## config.mk

```make
export PLATFORM = sky130hd
export DESIGN_NAME = seg_display_arbiter
export DESIGN_NICKNAME = d
export VERILOG_FILES = /design/src/rtl/seg_display_arbiter.sv
export SDC_FILE = /design/constraint.sdc
export NUM_CORES = 1
export LEC_CHECK = 0
export CAP_MARGIN = 20
export CORE_ASPECT_RATIO = 1.4
export CORE_MARGIN = 4
export CORE_UTILIZATION = 54
export DETAILED_ROUTE_END_ITERATION = 8
export GPL_TIMING_DRIVEN = 0
export PLACE_DENSITY = 0.81
export SYNTH_ARGS = -nofsm -noshare
export SYNTH_HDL_FRONTEND = slang
export SYNTH_SLANG_ARGS = --single-unit
```

## constraint.sdc

```tcl
create_clock -name clk -period 2.29 [get_ports clk]
set_input_delay 0.458 -clock clk [delete_from_list [all_inputs] [get_ports clk]]
set_output_delay 0.458 -clock clk [all_outputs]
set_load 0.03 [all_outputs]
```

## src/rtl/seg_display_arbiter.sv

```systemverilog
// Shares a 4-digit seven-segment display between the CPU and the debug monitor:
// round-robin req/gnt arbitration, minimum hold per value, digit scan and hex decode.
module seg_display_arbiter #(
  parameter int SCAN_DIV    = 100000,
  parameter int HOLD_CYCLES = 50000000
) (
  input  logic        clk,
  input  logic        rst,
  input  logic        cpu_req,
  input  logic [15:0] cpu_data,
  output logic        cpu_gnt,
  input  logic        dbg_req,
  input  logic [15:0] dbg_data,
  output logic        dbg_gnt,
  input  logic        blank_lz,
  output logic        busy,
  output logic        owner,
  output logic [7:0]  digital_light,
  output logic [3:0]  seg_en
);

  localparam int PW = (SCAN_DIV > 2) ? $clog2(SCAN_DIV) : 1;
  localparam int HW = (HOLD_CYCLES > 2) ? $clog2(HOLD_CYCLES) : 1;
  localparam logic [PW-1:0] PRE_MAX   = PW'(SCAN_DIV - 1);
  localparam logic [HW-1:0] HOLD_INIT = HW'(HOLD_CYCLES - 1);

  typedef enum logic {IDLE, HOLD} state_t;

  state_t        state;
  logic [15:0]   disp_val;
  logic          last_served;   // 0 = cpu, 1 = dbg
  logic [HW-1:0] hold_cnt;
  logic [PW-1:0] prescaler;
  logic [1:0]    digit_sel;

  logic [3:0]    nib;
  logic          blank_digit;
  logic [7:0]    light_nxt;
  logic [3:0]    en_nxt;

  always_ff @(posedge clk) begin
    if (rst) begin
      state       <= IDLE;
      disp_val    <= '0;
      cpu_gnt     <= 1'b0;
      dbg_gnt     <= 1'b0;
      busy        <= 1'b0;
      owner       <= 1'b0;
      last_served <= 1'b1;
      hold_cnt    <= '0;
    end else begin
      cpu_gnt <= 1'b0;
      dbg_gnt <= 1'b0;
      case (state)
        IDLE: begin
          if (cpu_req || dbg_req) begin
            // CPU wins when alone, or on a tie when dbg was served last
            if (cpu_req && (!dbg_req || last_served)) begin
              disp_val    <= cpu_data;
              cpu_gnt     <= 1'b1;
              owner       <= 1'b0;
              last_served <= 1'b0;
            end else begin
              disp_val    <= dbg_data;
              dbg_gnt     <= 1'b1;
              owner       <= 1'b1;
              last_served <= 1'b1;
            end
            hold_cnt <= HOLD_INIT;
            busy     <= 1'b1;
            state    <= HOLD;
          end
        end
        HOLD: begin
          if (hold_cnt != '0) begin
            hold_cnt <= hold_cnt - 1'b1;
          end else begin
            busy  <= 1'b0;
            state <= IDLE;
          end
        end
        default: state <= IDLE;
      endcase
    end
  end

  always_ff @(posedge clk) begin
    if (rst) begin
      prescaler <= '0;
      digit_sel <= '0;
    end else if (prescaler == PRE_MAX) begin
      prescaler <= '0;
      digit_sel <= digit_sel + 1'b1;
    end else begin
      prescaler <= prescaler + 1'b1;
    end
  end

  always_comb begin
    nib         = disp_val[{digit_sel, 2'b00} +: 4];
    blank_digit = 1'b0;
    if (blank_lz) begin
      case (digit_sel)
        2'd1:    blank_digit = (disp_val[15:4] == '0);
        2'd2:    blank_digit = (disp_val[15:8] == '0);
        2'd3:    blank_digit = (disp_val[15:12] == '0);
        default: blank_digit = 1'b0;
      endcase
    end
    case (nib)
      4'h0: light_nxt = 8'hFC;
      4'h1: light_nxt = 8'h60;
      4'h2: light_nxt = 8'hDA;
      4'h3: light_nxt = 8'hF2;
      4'h4: light_nxt = 8'h66;
      4'h5: light_nxt = 8'hB6;
      4'h6: light_nxt = 8'hBE;
      4'h7: light_nxt = 8'hE0;
      4'h8: light_nxt = 8'hFE;
      4'h9: light_nxt = 8'hF6;
      4'hA: light_nxt = 8'hEE;
      4'hB: light_nxt = 8'h3E;
      4'hC: light_nxt = 8'h9C;
      4'hD: light_nxt = 8'h7A;
      4'hE: light_nxt = 8'h9E;
      default: light_nxt = 8'h8E;
    endcase
    en_nxt = ~(4'b0001 << digit_sel);
    if (blank_digit) begin
      light_nxt = 8'h00;
      en_nxt    = 4'b1111;
    end
  end

  always_ff @(posedge clk) begin
    if (rst) begin
      seg_en        <= 4'b1111;
      digital_light <= 8'h00;
    end else begin
      seg_en        <= en_nxt;
      digital_light <= light_nxt;
    end
  end

endmodule
```

Yosys cells after proc, flatten, opt, wreduce, memory -nomap -nowiden:

Memories as Yosys holds them, arrays and structs flattened. A register that Yosys moved wholly into a read port is not among the register bits.
Cells that the tools add are included.

* input port bits: 37
* memories kept: 1
* flip-flop bits (word level): 79
* word-level logic and storage cells: 56
* memory bits (read-only): 112
* output and inout port bits: 16

Memories
* (name not given): depth 16, bits a word 7, rd ports 1, clocked after Yosys merged registers in 1, wr ports 0, RTL line 110 `case (nib)`

* equal/unequal tests: 7
* $add $sub $neg: 3
* multiplexer cells: 14
* shift-type cells: 2
* reduce and logical (&&, ||, !) cells: 14
* bitwise gates (word level): 3

Operator list (number)
* $mux 26: 2
* $pmux 26 s2: 1
* $reduce_bool 26->1: 1
* $sub 26x1->26 const B: 1
* $add 17x1->17 const B: 1
* $eq 17x17->1 const B: 1
* $mux 16: 1
* $shiftx 16x5->4: 1
* $logic_not 12->1: 1
* $logic_not 8->1: 1
* $mux 1: 7
* $reduce_and 2->1: 3
* $eq 2x2->1 const B: 2
* $logic_not 4->1: 1
* $ne 2x2->1 const B: 2
* $not 4->4: 1
* $pmux 1 s2: 2
* $reduce_or 2->1: 2
* $shl 1x2->4 const A: 1
* $pmux 1 s3: 1
* $reduce_or 3->1: 1
* $add 2x1->2 const B: 1
* $eq 2x1->1 const B: 1
* $logic_or 1x1->1: 2
* other kinds (4): 5

Logic depth before layout (Yosys ltp):

* depth in word-level cells: 4
* depth in mapped cells: 8
* gate-level depth less buffers: 7

Worst setup path before layout:

Ideal clock, no wire load.

* path type: register to register
* start point: reg hold_cnt[3]
* end point: reg hold_cnt[15]
* slack: 181 ps
* data arrival time: 2035 ps
* data required time: 2216 ps
* cell stages (with the launch flop): 6
* setup time: 74 ps
* cells stage by stage: dfxtp_1 or4_4 or4_1 buf_2 or4_1 a31oi_1

* cells in the longest elaborated chain, start to end: 3

Ends and longest elaborated chain
* start: declaration: RTL line 32 `logic [HW-1:0] hold_cnt;`
* start signal: assignment: RTL line 76 `hold_cnt <= hold_cnt - 1'b1;`
* $sub 26x1->26 / $reduce_bool 26->1 (equally long branches): RTL line 76, 75
* $mux 26 / $ne 2x1->1 (equally long branches)
* $pmux 26 s2 / $reduce_and 2->1 (equally long branches)

Several ways; a longest one is shown, not always the timed one. The select of a mux whose other input is x is not followed.
A chain may end at the register's enable or synchronous reset.

Worst setup path after layout:

* start point: reg hold_cnt[3]
* end point: reg hold_cnt[16]

Same word-level chain as after synthesis.

==> out/results.ini <==
[setup_path]
crit_path_max_incr_delay_ns=0.47
crit_slowest_cell=nor4_2
cp-end-kind=register
critPathArrivalTime_ns=2.58
critPathKind=register to register
worstPathCellList=nor4_2, and3_1, clkbuf_1, o211ai_1, or4_1, a21oi_1
critPathRequiredTime_ns=2.58
start_kind=register
worstPathMaxFanout=7

[finish]
final_cell_mix=dfxtp_1, clkdlybuf4s50_1, nor2_1
areaGrowthSynthToFinish_pct=28.2
layout-drive-gt1-share_pct=12.9
final_common_cell=dfxtp_1
antenna_cells=0
fin_cells=580
finalNetCount=534

[placed_design]
placed_cells=558
gp_congestion=0.908
io_buffers=51
dp_hpwl_microns=6500

[synthesis]
synthArstFlopShare_pct=0
synth_top_area_share_pct=42.3
synth.area.top_cells=dfxtp_1, ha_1, nor2_1
syn_nets=466
synth.cell_area_sq_um=3690
synth_edf_count=0
synth_seq_cells=78
ys_warn_count=0
syn_inst=415
ys_types=49
avgSynthCellArea_sq_um=8.90
synth_largest_area_cell=dfxtp_1
synth_ff_type=dfxtp_1
yosysSeqAreaShare_pct=42.3

[cts]
clkLatencyLatePin_ns=0.35
cts_buffer_depth=2
cts_tree=yes
cts-root-buf=clkbuf_8
cts.sinks=78
htree_levels=3
cts.reportedPaths.clkPinSlew_ns=0.09
cts_made_buffers=9

[power]
vdd_drop_max_mv=0.388
p_per_area_nw_per_um2=693
leakagePower_nw=1.83

[status]
violations=setup timing
status=finished, violations left

[grt]
grt_antenna_before_repair=0
grt_pass1_wl_microns=15000
gr-usage-all-layers_pct=22.4
first_global_vias=3407
grt_start_max_net_pins=16
grt_remaining_overflow=0

[floorplan]
die_area_sq_um=8250
die_y_microns=106
rows=35
core_sq_um=6610
io_pins=53
initial_core_util_pct=55.9
fp.dieW_microns=77.9

[sta]
finalSetupTns_ns=-0.00288
finalCritPeriodShare_pct=100
tightest_slew_ns=0.655
finalMaxSlewViolations=0
max_freq_mhz=436
skew_ns=0.0119
fin_crit_ns=2.29
relSlewSlack_pct=56.0
setup_viol=1
worst_slack_ns=-0.00288
finalHoldViolations=0

[drt]
postRouteAntennaNets=0
wirelength_microns=9430
dr.first_iter.drc_count=275
wl_per_cell_microns=16.3
vias_per_cell=5.93
vias=3438
drt-pass1-iter-count=7
drc=0

[hold_path]
hp-class=register to register

[run]
drv_cap=0

## stage by stage
step	instance area (sq um)	util (%)	hold WS [ns]	power [mW]	setup slack, ns
6_report	4730	71.6	0.454	3.28	-0.00288
5_1_grt	4730	71.6	0.487	3.42	-0.101
4_1_cts	4600	69.6	0.458	3.25	0.0109
3_5_place_dp	4320	65.3	0.438	2.07	-0.417
3_3_place_gp	4320	65.3	0.429	2.05	-0.402
2_1_floorplan	3690	-	0.418	1.87	0.181
## Yosys cell counts (2+ instances only)
master and count:
dfxtp_1 78, nor2_1 46, inv_1 32, nand2_1 18, nor3_1 17, a222oi_1 16
o21ai_0 16, xor2_1 15, ha_1 14, clkbuf_1 13, nand3_1 13, a21oi_1 12
or4_1 12, nand4_1 11, or3_1 9, xnor2_1 9, nor2b_1 8, nor4_1 6
or2_2 5, a211oi_1 4, a221oi_1 4, a31oi_1 4, and3_1 4, and4_1 4
mux4_2 4, o31ai_1 4, or3_2 4, buf_2 3, nand2b_1 3, o211ai_1 3
a311oi_1 2, and2_1 2, mux2i_1 2, o21bai_1 2, or4_4 2
## flip-flops by register name, summed over array words and instances, names as in the netlist
| signal | cells |
|---|---|
| hold_cnt | 26 |
| prescaler | 17 |
| disp_val | 16 |
| digital_light | 7 |
| seg_en | 4 |
| digit_sel | 2 |
| busy | 1 |
| cpu_gnt | 1 |
| dbg_gnt | 1 |
| last_served | 1 |
| owner | 1 |
| state | 1 |
## cell type report
class	count	area, sq um
Fill cell	495	1880
Inverter	32	120
Clock buffer	9	124
Buffer	16	77.6
Clock inverter	7	104
Tap cell	92	115
Multi-Input combinational cell	288	2060
Sequential cell	78	1570
Timing Repair Buffer	58	568
## layer usage
| metal | wire length [microns] | share of wire, % | track usage [%] | vias to the layer above |
|---|---|---|---|---|
| li1 | - | - | - | 1655 |
| met1 | 3710 | 39 | 25.0 | 1626 |
| met2 | 4970 | 53 | 39.6 | 139 |
| met3 | 545 | 5.8 | 4.44 | 18 |
| met4 | 212 | 2.2 | 11.4 | 0 |
| met5 | 0 | 0 | 0 | - |
## where the power goes
part	total [mW]	leakage, nW	switching [mW]	internal (mW)
Sequential	1.54	0.643	0.0910	1.45
Combinational	0.572	1.07	0.303	0.269
Clock	1.17	0.115	0.536	0.629
Total	3.28	1.83	0.930	2.35
## final timing paths
check / slack (ns) / depth (start not counted) / start / end
setup reg to reg: -0.003 / 6 / hold_cnt[3]$_SDFFE_PP0P_ / hold_cnt[16]$_SDFFE_PP0P_
hold reg to reg: 0.45 / 1 / owner$_SDFFE_PP0P_ / owner$_SDFFE_PP0P_
hold / removal: 0.45 / 1 / owner$_SDFFE_PP0P_ / owner$_SDFFE_PP0P_
setup / recovery: -0.003 / 6 / hold_cnt[3]$_SDFFE_PP0P_ / hold_cnt[16]$_SDFFE_PP0P_
## timing repair
item	4_1_cts	5_1_grt
hold buffers	0	0
buffers inserted	0	7
pin swaps	0	8
setup endpoints to repair	32	33
resized for setup	11	21
## logic make-up after synthesis
| group | Yosys count | synth area share (%) |
|---|---|---|
| AO/OA/AOI/OAI | 76 | 14.9 |
| XOR/XNOR | 24 | 5.69 |
| adder cells (fa/ha/maj) | 14 | 4.74 |
| buffers and inverters | 49 | 5.18 |
| flip-flops | 78 | 42.3 |
| multiplexers | 6 | 2.98 |
| other | 1 | 0.102 |
| AND/OR/NAND/NOR | 167 | 24.2 |
## critical path, delay by kind of cell, from the launching register on
| family | cells | cell delay, ns |
|---|---|---|
| compound gates | 2 | 0.40 |
| buf+inv | 1 | 0.31 |
| flops | 1 | 0.37 |
| simple gates | 3 | 1.15 |
Note: power is estimated with default switching activity, not from simulation.
